## config.mk

```make
export PLATFORM = sky130hd
export DESIGN_NAME = bp_counter_update
export DESIGN_NICKNAME = d
export VERILOG_FILES = /design/src/rtl/bp_counter_update.sv
export SDC_FILE = /design/constraint.sdc
export NUM_CORES = 1
export LEC_CHECK = 0
export BUFFER_PORTS_ARGS = -buffer_cell sky130_fd_sc_hd__buf_4
export CAP_MARGIN = 20
export CORE_AREA = 3 3 68 70
export CTS_BUF_LIST = sky130_fd_sc_hd__clkbuf_8
export DETAILED_ROUTE_END_ITERATION = 12
export DIE_AREA = 0 0 71 73
export GPL_TIMING_DRIVEN = 0
export PLACE_DENSITY = 0.75
export SLEW_MARGIN = 0
export SYNTH_ARGS = -nofsm -noshare
export SYNTH_HDL_FRONTEND = slang
export SYNTH_SLANG_ARGS = --single-unit
```

## constraint.sdc

```tcl
create_clock -name clk -period 3.29 [get_ports clk]
set_input_delay 0.658 -clock clk [delete_from_list [all_inputs] [get_ports clk]]
set_output_delay 0.658 -clock clk [all_outputs]
set_load 0.05 [all_outputs]
```

## src/rtl/bp_counter_update.sv

```systemverilog
// bp_counter_update: queued commit-time 2-bit counter update engine; BP_COUNTER_UPDATE_FWD_EN enables stage-2 forwarding
module bp_counter_update #(
    parameter int SRAM_DEPTH      = 64,
    parameter int SRAM_INDEX      = 6,
    parameter int SRAM_WIDTH      = 2,
    parameter int UPD_QUEUE_DEPTH = 4,
    parameter int UPD_QUEUE_INDEX = 2
) (
    input  logic                       clk,
    input  logic                       reset,
    input  logic                       updValid_i,
    input  logic [SRAM_INDEX-1:0]      updIndex_i,
    input  logic                       updTaken_i,
    output logic                       updReady_o,
    input  logic                       hold_i,
    output logic                       re1_o,
    output logic [SRAM_INDEX-1:0]      addr1_o,
    input  logic [SRAM_WIDTH-1:0]      data1_i,
    output logic                       we_o,
    output logic [SRAM_INDEX-1:0]      addrWr_o,
    output logic [SRAM_WIDTH-1:0]      data_o,
    output logic                       busy_o,
    output logic [UPD_QUEUE_INDEX:0]   queueCount_o
);
    if (SRAM_WIDTH != 2 || (1 << SRAM_INDEX) != SRAM_DEPTH || (1 << UPD_QUEUE_INDEX) != UPD_QUEUE_DEPTH) begin : g_bad_cfg
        bp_counter_update_unsupported_config u_bad ();
    end
    logic [SRAM_INDEX-1:0]      r_qIdx [UPD_QUEUE_DEPTH];
    logic [UPD_QUEUE_DEPTH-1:0] r_qTkn;
    logic [UPD_QUEUE_INDEX-1:0] r_head, r_tail;
    logic [UPD_QUEUE_INDEX:0]   r_count;
    logic                       r_s2Valid, r_s2Taken;
    logic [SRAM_INDEX-1:0]      r_s2Index;
    logic [SRAM_WIDTH-1:0]      r_s2Old;
    logic [SRAM_INDEX-1:0]      w_headIdx;
    logic [SRAM_WIDTH-1:0]      w_s2New, w_old;
    logic                       w_full, w_nonEmpty, w_push, w_hit, w_stall, w_issue;
    assign w_headIdx  = r_qIdx[r_head];
    assign w_full     = r_count == (UPD_QUEUE_INDEX+1)'(UPD_QUEUE_DEPTH);
    assign w_nonEmpty = r_count != '0;
    assign w_push     = updValid_i & ~w_full;
    assign w_s2New    = r_s2Taken ? ((&r_s2Old) ? r_s2Old : r_s2Old + 1'b1)
                                  : ((|r_s2Old) ? r_s2Old - 1'b1 : r_s2Old);
    // Stage 2 commits at the same edge stage 1 reads, so a same-index read would be stale.
    assign w_hit      = r_s2Valid & (r_s2Index == w_headIdx);
`ifdef BP_COUNTER_UPDATE_FWD_EN
    assign w_stall    = hold_i;
    assign w_old      = w_hit ? w_s2New : data1_i;
`else
    assign w_stall    = hold_i | w_hit;
    assign w_old      = data1_i;
`endif
    assign w_issue    = w_nonEmpty & ~w_stall;
    assign updReady_o   = reset | ~w_full;
    assign re1_o        = ~reset & w_issue;
    assign addr1_o      = (reset | ~w_nonEmpty) ? '0 : w_headIdx;
    assign we_o         = ~reset & r_s2Valid & (w_s2New != r_s2Old);
    assign addrWr_o     = reset ? '0 : r_s2Index;
    assign data_o       = reset ? '0 : w_s2New;
    assign busy_o       = ~reset & (w_nonEmpty | r_s2Valid);
    assign queueCount_o = reset ? '0 : r_count;
    always_ff @(posedge clk) begin
        if (w_push) begin
            r_qIdx[r_tail] <= updIndex_i;
            r_qTkn[r_tail] <= updTaken_i;
        end
    end
    always_ff @(posedge clk) begin
        if (reset) begin
            r_head    <= '0;
            r_tail    <= '0;
            r_count   <= '0;
            r_s2Valid <= 1'b0;
            r_s2Index <= '0;
            r_s2Taken <= 1'b0;
            r_s2Old   <= '0;
        end else begin
            if (w_push) r_tail <= r_tail + 1'b1;
            if (w_issue) r_head <= r_head + 1'b1;
            r_count   <= r_count + (UPD_QUEUE_INDEX+1)'(w_push) - (UPD_QUEUE_INDEX+1)'(w_issue);
            r_s2Valid <= w_issue;
            if (w_issue) begin
                r_s2Index <= w_headIdx;
                r_s2Taken <= r_qTkn[r_head];
                r_s2Old   <= w_old;
            end
        end
    end
endmodule

```

---- After elaboration in Yosys (flattened, before gate mapping) ----
Memories as Yosys holds them, arrays and structs flattened. A register that Yosys moved wholly into a read port is not among the register bits.
Index checks and enable logic that the tools add are counted.
word-level totals
  flip-flop bits (word level) ............. 21
  bits in writable memories ............... 24
  input bits .............................. 13
  output and inout port bits .............. 21
  word-level logic and storage cells ...... 56
  memories ................................ 1
operators by class
  add/subtract/negate cells ............... 6
  $lt $le $gt $ge ......................... 3
  eq/ne operators ......................... 3
  muxes and demuxes ....................... 16
  bitwise gates (word level) .............. 15
  reductions and logical operators ........ 4
memory list
  memory  words  bits a word  read ports  clocked after memory_dff  write ports  RTL line  source
  r_qIdx  4      6            1           1                         1            28        logic [SRAM_INDEX-1:0] r_qIdx [UPD_QUEUE_DEPTH];
operators with widths
  kind                                                                    count
  2-bit 2-to-1 mux                                                        6
  6-bit 2-to-1 mux                                                        2
  1-bit bitwise AND                                                       7
  2-bit by 1-bit adder with 2-bit output (second input constant)          3
  6-bit == test                                                           1
  2-bit by 3-bit < comparator with 1-bit output (second input constant)   2
  4-bit bitwise mux                                                       1
  1-bit 2-to-1 mux                                                        4
  1-bit inverter                                                          4
  1-bit OR                                                                4
  3-bit by 1-bit adder with 3-bit output                                  1
  3-bit == test (second input constant)                                   1
  3-bit 2-to-1 mux                                                        1
  3-bit nonzero test                                                      1
  3-bit by 1-bit subtractor with 3-bit output                             1
  1-bit binary-select mux with 2-bit select                               1
  1-bit demux with 2-bit select                                           1
  2-bit by 1-bit >= comparator with 1-bit output (second input constant)  1
  2-bit != test                                                           1
  2-bit AND reduction                                                     1
  2-bit OR reduction                                                      1
  2-bit by 1-bit subtractor with 2-bit output (second input constant)     1
  1-bit logical AND                                                       1

---- Depth between registers and ports, before layout ----
  depth in word-level cells ............... 7
  mapped depth ............................ 14
  depth with buffers taken out ............ 11

---- Least setup slack after synthesis ----
No wires, ideal clock.
  path type ............................... input -> output
  start point ............................. in reset
  end point ............................... out we_o
  arrival ................................. 2.562 ns
  data required time ...................... 2.632 ns
  setup slack ............................. 0.070 ns
  stages .................................. 3
  buffers on the path ..................... 2
  path through ............................ clkbuf_1 clkbuf_1 nor4_1
on the way
  longest elaborated chain between the ends .. 3
ends and longest elaborated chain
  element                          RTL line  source
  start, declared                  10        input logic reset,
  1-bit inverter                   57        assign we_o = ~reset & r_s2Valid & (w_s2New != r_s2Old);
  1-bit bitwise AND (2 in series)  57
  end, declared                    19        output logic we_o,
Every way passes these cells.

==> impl_metrics.env <==
export IMPL_outcome="finished, final reports clean"
export IMPL_core_area_um2=4029
export IMPL_firstDrtPassIters=4
export IMPL_final_common_cell="buf_4"
export IMPL_path_clk_slew_ps=90
export IMPL_final_max_slew_viol_count=0
export IMPL_drive_above_1_share=0.3105
export IMPL_powerDensity_nw_per_um2=747.5
export IMPL_crit_chain="buf_6 > buf_8 > mux4_2 > xor2_1 > nor3_2 > a21boi_4 > buf_6 > nor2b_1 > buf_4"
export IMPL_tightest_slew_ps=640.3
export IMPL_reg2reg_to="r_count[2]"
export IMPL_maxCapViolations=0
export IMPL_register_area_um2=1221
export IMPL_syn2layout_area_growth_pct=18.37
export IMPL_worst_slew_margin_rel=0.5698
export IMPL_hold_buffers=0
export IMPL_finalSetupViolCount=0
export IMPL_dp_hpwl_mm=3.181
export IMPL_ys_warn_count=0
export IMPL_dieArea_um2=5183
export IMPL_hold_viol=0
export IMPL_drt_wl_total_mm=4.175
export IMPL_port_buffers=33
export IMPL_p_leak_nw=1.035
export IMPL_antenna_left=0
export IMPL_critPathKind="flop to output port"
export IMPL_worst_path_max_delay_cell="mux4_2"
export IMPL_period_share=0.9589
export IMPL_dp_cells=260
export IMPL_synth_cell_type_count=32
export IMPL_num_vias=1427
export IMPL_reg2regPathDepth=14
export IMPL_stdcell_count=269
export IMPL_period_minus_slack_ps=3155
export IMPL_clk_latency_ps=290
export IMPL_fmax_ghz=0.3170
export IMPL_grt_pass1_wl_mm=6.775
export IMPL_rsz0062_at_grt="false"
export IMPL_synthXorXnorAreaFrac=0.03861
export IMPL_die_x_um=71
export IMPL_die_height_um=73
export IMPL_grt_max_degree=16
export IMPL_async_flop_share=0
export IMPL_max_stage_delay_ps=560
export IMPL_yosys_area_share_simple=0.1418
export IMPL_fillers=292
export IMPL_htreeDepth=2
export IMPL_crit_top_cell="buf_6"
export IMPL_syn_area_per_cell_um2=12.82
export IMPL_cts_tree="built"
export IMPL_synth_compound_area_share=0.03034
export IMPL_drcViolationCount=0
export IMPL_antenna_found_initial=0
export IMPL_critPathMaxFanout=10
export IMPL_yosysSeqAreaShare=0.5383
export IMPL_muxShareOfSynthArea=0.1809
export IMPL_initial_core_util=0.5630
export IMPL_drt_vias_per_instance=5.305
export IMPL_cts_buffer_depth=2
export IMPL_ys_seq_elements=47
export IMPL_cts_buffers_inserted=5
export IMPL_holdWs_ps=525.9
export IMPL_cts_sinks=47
export IMPL_std_cell_rows=23
export IMPL_crit_end="re1_o"
export IMPL_synth_top_family_by_area="multiplexers"
export IMPL_wl_per_cell_um=15.52
export IMPL_critical_path_arrival_ps=2500
export IMPL_tns_ps=0
export IMPL_synthAdderAreaFrac=0.03640
export IMPL_endpoint_kind="output port"
export IMPL_n_antenna_cell=0
export IMPL_synthFlopType="edfxtp_1"
export IMPL_postLayoutCoreUtil=0.6665
export IMPL_synth_nets=196
export IMPL_drt_initial_drc_count=86
export IMPL_clock_skew_final_ps=4.439
export IMPL_peakVddDrop_mv=0.3882
export IMPL_layout_nets=237
export IMPL_layout_common_cells="buf_4 (34), edfxtp_1 (28), dfxtp_1 (19), nor2_1 (18), nor2b_1 (17)"
export IMPL_synth_area_um2=2268
export IMPL_track_usage=0.1754
export IMPL_crit_path_start_kind="flop"
export IMPL_grt_pass1_vias=1413
export IMPL_gr_total_overflow=0
export IMPL_multiInputGateArea_um2=978.4
export IMPL_hold_class="flop to flop"
export IMPL_cp_required_ps=2630
export IMPL_place_congestion=0.7847
export IMPL_synthCells=177
export IMPL_io_pins=34
export IMPL_ctsRootBufferMaster="clkbuf_8"
export IMPL_r2r_slack_ps=200
export IMPL_synth_edf_count=28
report_power, final:
group	switching, mW	leakage [nW]	internal [mW]
Combinational	0.490	0.576	0.372
Sequential	0.0731	0.412	0.730
Clock	0.192	0.0460	0.150
Total	0.755	1.03	1.25
timing repair:
item                                    in CTS  in global routing
pin swaps                                    0                  1
resized for setup                            1                  1
gates cloned                                 0                  0
setup buffers                                0                  1
endpoints found under the setup margin       2                  2
metrics by stage:
step / power, mW / cell area [um2] / setup slack [ps]
6_report: 2.007 / 2685 / 135.2
5_1_grt: 2.125 / 2685 / 6.766
4_1_cts: 2.019 / 2675 / 24.27
3_5_place_dp: 1.672 / 2579 / 13.44
3_3_place_gp: 1.643 / 2579 / 114.9
2_1_floorplan: 1.456 / 2268 / 69.90
cell families (layout without fill, tap and decap cells):
family	count (synthesis)	after routing
multiplexers	29	29
buffers and inverters	13	55
XOR/XNOR	10	10
adder cells (fa/ha/maj)	6	6
flip-flops	47	47
AND/OR/NAND/NOR	60	60
AO/OA/AOI/OAI	12	12
routing by layer:
layer | track usage | part of all wire
met2 | 0.2863 | 0.51
met1 | 0.2158 | 0.44
met5 | 0 | 0
met4 | 0.06681 | 0.016
met3 | 0.06061 | 0.036
synthesized netlist by cell type (6+ instances only):
| library cell | instances | area, um2 |
|---|---|---|
| nand2b_1 | 6 | 37.54 |
| nor2_1 | 18 | 67.56 |
| mux2_2 | 11 | 123.9 |
| a21oi_1 | 6 | 30.03 |
| nor2b_1 | 17 | 106.4 |
| dfxtp_1 | 19 | 380.4 |
| mux4_2 | 6 | 135.1 |
| nand2_1 | 6 | 22.52 |
| edfxtp_1 | 28 | 840.8 |
| mux2i_1 | 8 | 80.08 |
final cells by class:
| cell class | count | share of cell area |
|---|---|---|
| flip-flops and latches | 47 | 0.4548 |
| multi-input cells | 117 | 0.3644 |
| repair buffers | 34 | 0.09506 |
| clock buffers | 5 | 0.02563 |
| well taps | 50 | 0.02330 |
| plain buffers | 8 | 0.02237 |
| clock inverters | 3 | 0.007456 |
| inverters | 5 | 0.006990 |
worst max-delay path, delay by kind of cell, from the launching register on:
family / cells / cell delay [ps]
AO/OA/AOI/OAI: 1 / 110
XOR/XNOR: 1 / 180
AND/OR/NAND/NOR: 2 / 380
multiplexers: 1 / 560
flip-flops: 1 / 340
buffers and inverters: 4 / 630
worst min-delay path by stage:
stage / slack (ps) / from / to / cells after the start
5_1_grt: 530 / updIndex_i[4] / r_qIdx[1][4] / 1
4_1_cts: 530 / r_s2Old[1] / r_s2Old[1] / 2
2_1_floorplan: 480 / r_s2Old[1] / r_s2Old[1] / 2
3_5_place_dp: 510 / r_s2Old[1] / r_s2Old[1] / 2
6_report: 530 / r_s2Old[1] / r_s2Old[1] / 2
3_3_place_gp: 490 / r_s2Old[1] / r_s2Old[1] / 2
registers in the layout, summed over array words and instances (netlist names), named ones only:
name / count
r_count: 3
r_s2Valid: 1
r_qTkn: 4
r_tail: 2
r_head: 2
r_s2Index: 6
r_s2Taken: 1
r_s2Old: 2
r_qIdx: 24
(Power assumes the default switching activity.)
